<file path="src/rtl/alu_operand_loader.sv">
// alu_operand_loader
//   Builds the two 32-bit ALU operands A and B one byte at a time from the
//   slide switches. Each byte is committed by a debounced press of btn_load,
//   least-significant byte first: four bytes for A, then four for B, then READY.
//   btn_clr, or btn_load while READY, restarts entry with A = B = 0.
//
//   Build option: define LOADER_DEBOUNCE_EN to include the debounce filter.
//   Without it the filter is bypassed, which is meant for fast simulation only.
//   In that build DB_CYCLES and DB_W have no effect.
//
// Ports
//   clk, rst_n      rising-edge clock; asynchronous active-low reset
//   sw[7:0]         data byte from the slide switches
//   btn_load        raw push button that commits sw as the next byte
//   btn_clr         raw push button that restarts entry
//   A, B [31:0]     operands; partially loaded bytes are visible during entry
//   operands_valid  high while both operands are complete
//   phase[1:0]      00 LOAD_A, 01 LOAD_B, 10 READY
//   byte_idx[1:0]   index of the next byte to be written

// Conditions one raw button: 2-FF synchronizer, optional debounce filter,
// then a registered rising-edge detector that emits a one-cycle pulse.
module alu_operand_loader_btn #(
  parameter int unsigned DB_CYCLES = 500000,
  parameter int unsigned DB_W      = 20
) (
  input  logic clk,
  input  logic rst_n,
  input  logic btn_raw,
  output logic pulse
);
  logic sync1_q, sync2_q, prev_q, pulse_q;
  logic sync1_d, sync2_d, prev_d, pulse_d;
  logic stable;

`ifdef LOADER_DEBOUNCE_EN
  logic [DB_W-1:0] cnt_q, cnt_d;
  logic            stable_q, stable_d;

  // The counter only runs while the synchronized level disagrees with the
  // accepted level. Any return to agreement clears it, so short glitches are
  // thrown away.
  always_comb begin
    cnt_d    = cnt_q;
    stable_d = stable_q;
    if (sync2_q == stable_q) begin
      cnt_d = '0;
    end else if (cnt_q == DB_W'(DB_CYCLES - 1)) begin
      stable_d = sync2_q;
      cnt_d    = '0;
    end else begin
      cnt_d = cnt_q + 1'b1;
    end
  end

  always_ff @(posedge clk or negedge rst_n) begin
    if (!rst_n) begin
      cnt_q    <= '0;
      stable_q <= 1'b0;
    end else begin
      cnt_q    <= cnt_d;
      stable_q <= stable_d;
    end
  end

  assign stable = stable_q;
`else
  assign stable = sync2_q;

  // The filter parameters have no hardware in this build.
  if (DB_CYCLES == 0 || DB_W == 0) begin : g_filter_params_unused
  end
`endif

  always_comb begin
    sync1_d = btn_raw;
    sync2_d = sync1_q;
    prev_d  = stable;
    pulse_d = stable & ~prev_q;
  end

  // The stable level resets to 0, so a button held through reset release is
  // seen as a fresh press.
  always_ff @(posedge clk or negedge rst_n) begin
    if (!rst_n) begin
      sync1_q <= 1'b0;
      sync2_q <= 1'b0;
      prev_q  <= 1'b0;
      pulse_q <= 1'b0;
    end else begin
      sync1_q <= sync1_d;
      sync2_q <= sync2_d;
      prev_q  <= prev_d;
      pulse_q <= pulse_d;
    end
  end

  assign pulse = pulse_q;
endmodule

module alu_operand_loader #(
  parameter int unsigned DB_CYCLES = 500000,
  parameter int unsigned DB_W      = 20
) (
  input  logic        clk,
  input  logic        rst_n,
  input  logic [7:0]  sw,
  input  logic        btn_load,
  input  logic        btn_clr,
  output logic [31:0] A,
  output logic [31:0] B,
  output logic        operands_valid,
  output logic [1:0]  phase,
  output logic [1:0]  byte_idx
);
  typedef enum logic [1:0] {
    LOAD_A = 2'b00,
    LOAD_B = 2'b01,
    READY  = 2'b10
  } phase_e;

  localparam int NUM_BTN = 2;  // [0] load, [1] clear

  logic [NUM_BTN-1:0] btn_raw, btn_pulse;
  logic               load_p, clr_p;

  assign btn_raw = {btn_clr, btn_load};
  assign load_p  = btn_pulse[0];
  assign clr_p   = btn_pulse[1];

  for (genvar i = 0; i < NUM_BTN; i++) begin : g_btn
    alu_operand_loader_btn #(
      .DB_CYCLES (DB_CYCLES),
      .DB_W      (DB_W)
    ) u_btn (
      .clk     (clk),
      .rst_n   (rst_n),
      .btn_raw (btn_raw[i]),
      .pulse   (btn_pulse[i])
    );
  end

  phase_e      phase_q, phase_d;
  logic [31:0] a_q, a_d, b_q, b_d;
  logic [1:0]  idx_q, idx_d;
  logic        valid_q, valid_d;
  logic        restart;

  always_comb begin
    phase_d = phase_q;
    a_d     = a_q;
    b_d     = b_q;
    idx_d   = idx_q;
    valid_d = valid_q;
    restart = 1'b0;

    // clr_p is checked first, so a simultaneous load_p is discarded.
    if (clr_p) begin
      restart = 1'b1;
    end else begin
      case (phase_q)
        LOAD_A: if (load_p) begin
          a_d[{idx_q, 3'b000} +: 8] = sw;
          if (idx_q == 2'd3) begin
            phase_d = LOAD_B;
            idx_d   = 2'd0;
          end else begin
            idx_d = idx_q + 2'd1;
          end
        end
        LOAD_B: if (load_p) begin
          b_d[{idx_q, 3'b000} +: 8] = sw;
          if (idx_q == 2'd3) begin
            phase_d = READY;
            idx_d   = 2'd0;
            valid_d = 1'b1;
          end else begin
            idx_d = idx_q + 2'd1;
          end
        end
        READY:   if (load_p) restart = 1'b1;
        default: restart = 1'b1;  // 2'b11 is unreachable; recover to LOAD_A
      endcase
    end

    if (restart) begin
      phase_d = LOAD_A;
      a_d     = '0;
      b_d     = '0;
      idx_d   = 2'd0;
      valid_d = 1'b0;
    end
  end

  always_ff @(posedge clk or negedge rst_n) begin
    if (!rst_n) begin
      phase_q <= LOAD_A;
      a_q     <= '0;
      b_q     <= '0;
      idx_q   <= 2'd0;
      valid_q <= 1'b0;
    end else begin
      phase_q <= phase_d;
      a_q     <= a_d;
      b_q     <= b_d;
      idx_q   <= idx_d;
      valid_q <= valid_d;
    end
  end

  assign A              = a_q;
  assign B              = b_q;
  assign operands_valid = valid_q;
  assign phase          = phase_q;
  assign byte_idx       = idx_q;
endmodule

</file>
<file path="config.mk">
export PLATFORM = sky130hd
export DESIGN_NAME = alu_operand_loader
export DESIGN_NICKNAME = d
export VERILOG_FILES = /design/src/rtl/alu_operand_loader.sv
export SDC_FILE = /design/constraint.sdc
export NUM_CORES = 1
export LEC_CHECK = 0
export CORE_UTILIZATION = 45
export CTS_CLUSTER_DIAMETER = 40
export DETAILED_ROUTE_END_ITERATION = 8
export GPL_ROUTABILITY_DRIVEN = 0
export GPL_TIMING_DRIVEN = 0
export MAX_ROUTING_LAYER = met4
export PLACE_DENSITY = 0.73
export SETUP_SLACK_MARGIN = 0.2
export SLEW_MARGIN = 30
export SYNTH_ARGS = -nofsm -noshare
export SYNTH_HDL_FRONTEND = slang
export SYNTH_SLANG_ARGS = --single-unit
</file>
<file path="constraint.sdc">
create_clock -name clk -period 3.8 [get_ports clk]
set_clock_uncertainty 0.05 [all_clocks]
set_input_delay 0.95 -clock clk [delete_from_list [all_inputs] [get_ports clk]]
set_output_delay 0.95 -clock clk [all_outputs]
set_load 0.02 [all_outputs]
</file>
-- Word-level counts from Yosys, hierarchy flattened
Cells that the tools add are included.
- bits in registers: 77
- input port bits: 12
- output and inout port bits: 69
- logic and storage cells: 72
- add/subtract/negate cells: 2
- equal/unequal tests: 8
- shifts and indexed selects: 2
- muxes and demuxes: 30
- bitwise operators: 4
- reductions and logical operators: 13
- operators with widths (cell ; number):
    $mux W32 ; 8
    $bwmux W32 ; 2
    $shift A8 B7 Y32 const A ; 1
    $shiftx A8 B7 Y32 ; 1
    $mux W2 ; 11
    $reduce_bool A2 Y1 ; 5
    $reduce_and A3 Y1 ; 3
    $mux W1 ; 7
    $neg A5 Y7 ; 1
    $ne A3 B2 Y1 const B ; 2
    $ne A3 B3 Y1 const B ; 2
    $reduce_and A6 Y1 ; 1
    $eq A2 B2 Y1 const B ; 2
    $pmux W2 S2 ; 1
    $reduce_and A4 Y1 ; 1
    $reduce_bool A3 Y1 ; 1
    $add A2 B1 Y2 const B ; 1
    $and A1 B1 Y1 ; 2
    $eq A2 B1 Y1 const B ; 1
    $logic_not A2 Y1 ; 1
    $ne A2 B2 Y1 const B ; 1
    $not A1 Y1 ; 2
    $pmux W1 S2 ; 1
    $reduce_or A2 Y1 ; 1

-- Logic depth before layout (Yosys ltp)
- depth in word-level cells: 7
- depth in mapped cells: 7
- mapped depth without buffers: 5

-- Cells and area by module
A second synthesis with hierarchy kept.
- cell total of the unflattened synthesis: 235
- area, all modules: 3163.0 um2
- by module, submodules not included (module ; instances ; cells each ; area an instance (um2)):
    alu_operand_loader ; 1 ; 225 ; 2935.3
    alu_operand_loader_btn ; 2 ; 5 ; 113.9

-- Worst setup path after synthesis
Ideal clock, no wire load.
- path type: register -> register
- start: register idx_q[0], in the netlist byte_idx[0]
- end: register a_q[1], in the netlist A[1]
- library setup time: 121 ps
- arrival: 1922 ps
- setup slack: 1706 ps
- stages on the path, launching flop included: 8
- path buffers: 2
- cell sequence: dfrtp_1 -> inv_1 -> ha_1 -> and4bb_1 -> buf_6 -> and3b_4 -> buf_6 -> a32o_2
- cells in the longest elaborated chain, start to end: 7
- ends and longest elaborated chain (item ; RTL line ; source):
    from (decl) ; 145 ; logic [1:0] idx_q, idx_d;
    from (signal assigned) ; 206 ; idx_q <= idx_d;
    $neg A5 Y7 * ; 163 ; a_d[{idx_q, 3'b000} +: 8] = sw;
    $shiftx A8 B7 Y32 / $shift A8 B7 Y32 (equally long branches) ; 163 ;
    $bwmux W32 * ; 163 ;
    $mux W32 * ; 162 ; LOAD_A: if (load_p) begin
    $mux W32 * ; 161 ; case (phase_q)
    $mux W32 * ; 158 ; if (clr_p) begin
    $mux W32 * ; 186 ; if (restart) begin
    to (signal assigned) ; 198 ; a_q <= '0;
    to (signal assigned) ; 204 ; a_q <= a_d;
    to (decl) ; 144 ; logic [31:0] a_q, a_d, b_q, b_d;
Every way passes the cells marked *; elsewhere a longest branch is shown, timed or not. The select of a mux whose other input is x is not followed.
A chain may end at the register's enable or synchronous reset.

-- Worst setup path after layout
- start: register idx_q[0], in the netlist byte_idx[0]
- end: output byte_idx[0]
- RTL lines (item ; RTL line ; source):
    to (decl) ; 114 ; output logic [1:0] byte_idx
No word-level cell between the ends.

==> out/results.txt <==
The kind of cell adding the most delay to the critical path was buffers and inverters. The run gives 1620 ps as the reg2reg setup slack. Yosys printed 0 warnings. The area after detailed placement is 4020 um2. The worst hold-check path type is reg2reg. Buffers placed on the I/O ports in this run total 72. From bottom edge to top edge, the die measures 85.8 um.

The tools report the number of routed nets with antenna violations as 0. Counting every sink on the clock net gives 77. The number of antenna diodes in the final layout is 0. Walking the worst path, the cells encountered are clkdlybuf4s50_1. For this block, the initial DRC count from the detailed router was 131.

Number of hold buffers added after CTS: 0. The tree is rooted in a sky130_fd_sc_hd__clkbuf_8. Entering global routing, the biggest net connects 41 pins.

The run gives 0 as the final global-route overflow total. After synthesis the cells add up to 3160 um2. For this run, design rule violations remaining after detail routing come to 0. The run finished with clean final reports. The slowest stage cell on the critical path was sky130_fd_sc_hd__clkdlybuf4s50_1.

After detailed routing, the number of vias per cell comes to 5.59. In this run the number of H-tree levels came out at 3. Leaving out fill and tap cells, the most frequent cells in the layout are 77 x sky130_fd_sc_hd__dfrtp_1, 71 x sky130_fd_sc_hd__clkdlybuf4s50_1, 24 x sky130_fd_sc_hd__nor2_1, 24 x sky130_fd_sc_hd__a32o_1. The die outline width is 85.8 um, and the depth of the most critical reg-to-reg path is 5.

The tools report the worst path arrival time as 1540 ps. The final core area utilization was 62.7%; the total nets after synthesis was 253. Once the floorplan was initialized, standard cells occupied 46.5% of the core.

The tools report the worst relative slew slack as 62.6%. Across the VDD grid, the largest voltage drop is 232 uV. The post-CTS setup repair buffer count was 0.

For the worst-skew pair, the clock arrives at the later sink with an insertion delay of 340 ps. Relative to the synthesized area, the layout overhead comes to 35.0%. For the number of distinct standard cells referenced by the synthesized netlist, the log shows 34. The delay contributed by the slowest stage of the critical path works out to 670 ps. In the post-synthesis netlist, the biggest area contributors are sky130_fd_sc_hd__dfrtp_1 61%, sky130_fd_sc_hd__a32o_1 7.6%, sky130_fd_sc_hd__a22o_1 4.4%, sky130_fd_sc_hd__a32oi_1 4.4%, sky130_fd_sc_hd__a32o_2 2.9%. Clock-pin transition on the worst setup and hold timing paths: 70 ps. The number of buffer and inverter stages on the critical path works out to 1. Dividing total power by cell area gives a power density of 450 nW/um2. The total wire length was 7.44 mm. The global-route wire length before repair came out at 11.9 mm. The run gives 235 as the number of instances in the synthesized netlist. The terminating pin of the worst hold path is g_btn[0].u_btn.prev_d$_DFF_PN0_.

The tools report the overall die area as 7360 um2. STA classifies the critical path startpoint as a register. The placeable core region was 6790 um2; the total of flip-flops plus latches after synthesis was 77.

For the sequential element share of the synthesized area, the log shows 61.0%. Once routing completed, OpenROAD measured the worst setup slack at 1260 ps. For the number of gates given a new drive strength after cts, the log shows 0. The tools report the total chip power as 1.92 mW. The total count of hold-check failures in the final report came out at 0. In the finished design, the share of the clock period the worst path needs comes to 66.8%. After routing the design area is 4260 um2. The most common cell after layout, fill and taps aside was sky130_fd_sc_hd__dfrtp_1.

The final layout net count is 337, and the largest fanout on the critical path is 11. The number of violations of the max-capacitance limit is 0, and the minimum clock period is 2540 ps. In this run the most critical hold path is launched from g_btn[0].u_btn.sync1_q$_DFF_PN0_. The startpoint identified for the worst register-to-register timing path is byte_idx[0]$_DFFE_PN0P_.

For this design the static power due to leakage is 1.90 nW. The run gives 9 as the TritonCTS buffer count. The via count of the first global-routing pass was 2251. The count of pins on the block boundary is 81, and the number of antenna violations at the first check in global routing is 0. The share of cells above drive strength 1 works out to 14.2%. The worst setup path is of the reg2out kind.

Of all cell types, the one taking the most synthesized area is sky130_fd_sc_hd__dfrtp_1. First-pass iteration count of the detailed router: 5. The worst hold path was traced through 0 stages.

Setup repair after global routing left no endpoint under its margin. The kind of end point of the critical path was a primary output. Data on the critical path is required at its endpoint by 2800 ps.

Before CTS, the worst setup slack after placement is 1610 ps. The floorplan has 30 rows. Number of slew-limit violations in the final report: 0. Detailed placement ended at an HPWL of 5.08 mm.

Setup violations remaining at the end of the flow were counted as 0. After detailed routing, the average wire length per cell comes to 17.8 um. The accumulated negative setup slack is 0 ps, and the timing-limited maximum frequency is 394 MHz.

TritonCTS built the clock tree. The longest clock path from root to sink contains 2 buffers. Synthesized area per cell: 13.4 um2. Worst reg2reg path endpoint: A[28]$_DFFE_PN0P_. At the pin with the least slew margin, the transition time is 560 ps. In the global route stage, overall resource usage came out at 22.1%. The overall via count from detail_route is 2341, and the proportion of netlist area held by the largest area contributor is 61.0%.
-- metrics by stage --
| step | cells | hold slack [ps] |
|---|---|---|
| finish | 419 | 301 |
| global route | 419 | 315 |
| CTS | 419 | 303 |
| detailed placement | 404 | 285 |
| global placement | 403 | 282 |
| floorplan | 235 | 281 |
-- Yosys cell counts --
master and count:
sky130_fd_sc_hd__dfrtp_1 77, sky130_fd_sc_hd__a32o_1 24, sky130_fd_sc_hd__nor2_1 24, sky130_fd_sc_hd__a22o_1 16
sky130_fd_sc_hd__a32oi_1 16, sky130_fd_sc_hd__a32o_2 8, sky130_fd_sc_hd__buf_2 7, sky130_fd_sc_hd__nor2b_1 7
sky130_fd_sc_hd__buf_1 6, sky130_fd_sc_hd__ha_1 6, sky130_fd_sc_hd__clkbuf_1 5, sky130_fd_sc_hd__buf_6 3
sky130_fd_sc_hd__inv_1 3, sky130_fd_sc_hd__nand2_1 3, sky130_fd_sc_hd__a211oi_2 2, sky130_fd_sc_hd__a21oi_1 2
sky130_fd_sc_hd__and4bb_1 2, sky130_fd_sc_hd__buf_4 2, sky130_fd_sc_hd__mux2i_1 2, sky130_fd_sc_hd__nand3_1 2
sky130_fd_sc_hd__nor3_4 2, sky130_fd_sc_hd__o21ai_2 2, sky130_fd_sc_hd__o21ai_4 2, sky130_fd_sc_hd__or2_1 2
sky130_fd_sc_hd__and2_1 1, sky130_fd_sc_hd__and3b_4 1, sky130_fd_sc_hd__nand2b_1 1, sky130_fd_sc_hd__nand4_1 1
sky130_fd_sc_hd__nand4b_1 1, sky130_fd_sc_hd__nand4bb_1 1, sky130_fd_sc_hd__o21a_1 1, sky130_fd_sc_hd__o21ai_0 1
sky130_fd_sc_hd__or3_1 1, sky130_fd_sc_hd__xor2_1 1
-- area by class of cell --
cell class	count	area (um2)
fillers	549	2530
flip-flops and latches	77	1930
clock inverters	4	95.1
multi-input cells	132	1090
repair buffers	73	738
plain buffers	23	125
clock buffers	11	151
well taps	96	120
inverters	3	11.3
-- worst max-delay path by stage --
| stage | from | slack (ps) | cells after the start | to |
|---|---|---|---|---|
| finish | byte_idx[0]$_DFFE_PN0P_ | 1260 | 1 | byte_idx[0] |
| global route | byte_idx[0]$_DFFE_PN0P_ | 1190 | 1 | byte_idx[0] |
| CTS | byte_idx[0]$_DFFE_PN0P_ | 1230 | 1 | byte_idx[0] |
| detailed placement | byte_idx[0]$_DFFE_PN0P_ | 1610 | 1 | byte_idx[0] |
| global placement | rst_n | -820 | 1 | A[4]$_DFFE_PN0P_ |
| floorplan | byte_idx[0]$_DFFE_PN0P_ | 1710 | 7 | A[1]$_DFFE_PN0P_ |
-- flip-flops by register name, indices dropped and copies added, names as in the netlist --
| name | cells |
|---|---|
| B | 32 |
| g_btn.u_btn.prev_q | 2 |
| A | 32 |
| phase | 2 |
| operands_valid | 1 |
| g_btn.u_btn.pulse | 2 |
| g_btn.u_btn.prev_d | 2 |
| byte_idx | 2 |
| g_btn.u_btn.sync1_q | 2 |
-- where the power goes --
part           internal (mW)  switching, mW
sequential             0.848         0.0268
combinational          0.123          0.168
clock                  0.468          0.285
-- layer usage --
metal / up-vias / routed length, um / GRT usage [%]
met1: 1186 / 3400 / 29.2
met4: 0 / 89 / 10.9
li1: 1068 / - / -
met5: - / 0 / -
met3: 8 / 318 / 4.33
met2: 79 / 3630 / 32.9
-- logic make-up (layout without fill, tap and decap cells) --
family / after synthesis / in the layout / share of synthesized area [%]
DFF: 77 / 77 / 61.0
and+or+nand+nor: 49 / 49 / 8.95
xor gates and xnor gates: 1 / 1 / 0.277
AOI/OAI and AO/OA: 74 / 74 / 22.4
adders and majority gates: 6 / 6 / 2.38
muxes: 2 / 2 / 0.634
buffers and inverters: 26 / 114 / 4.32
No activity file was read; power rests on OpenSTA's default activity.
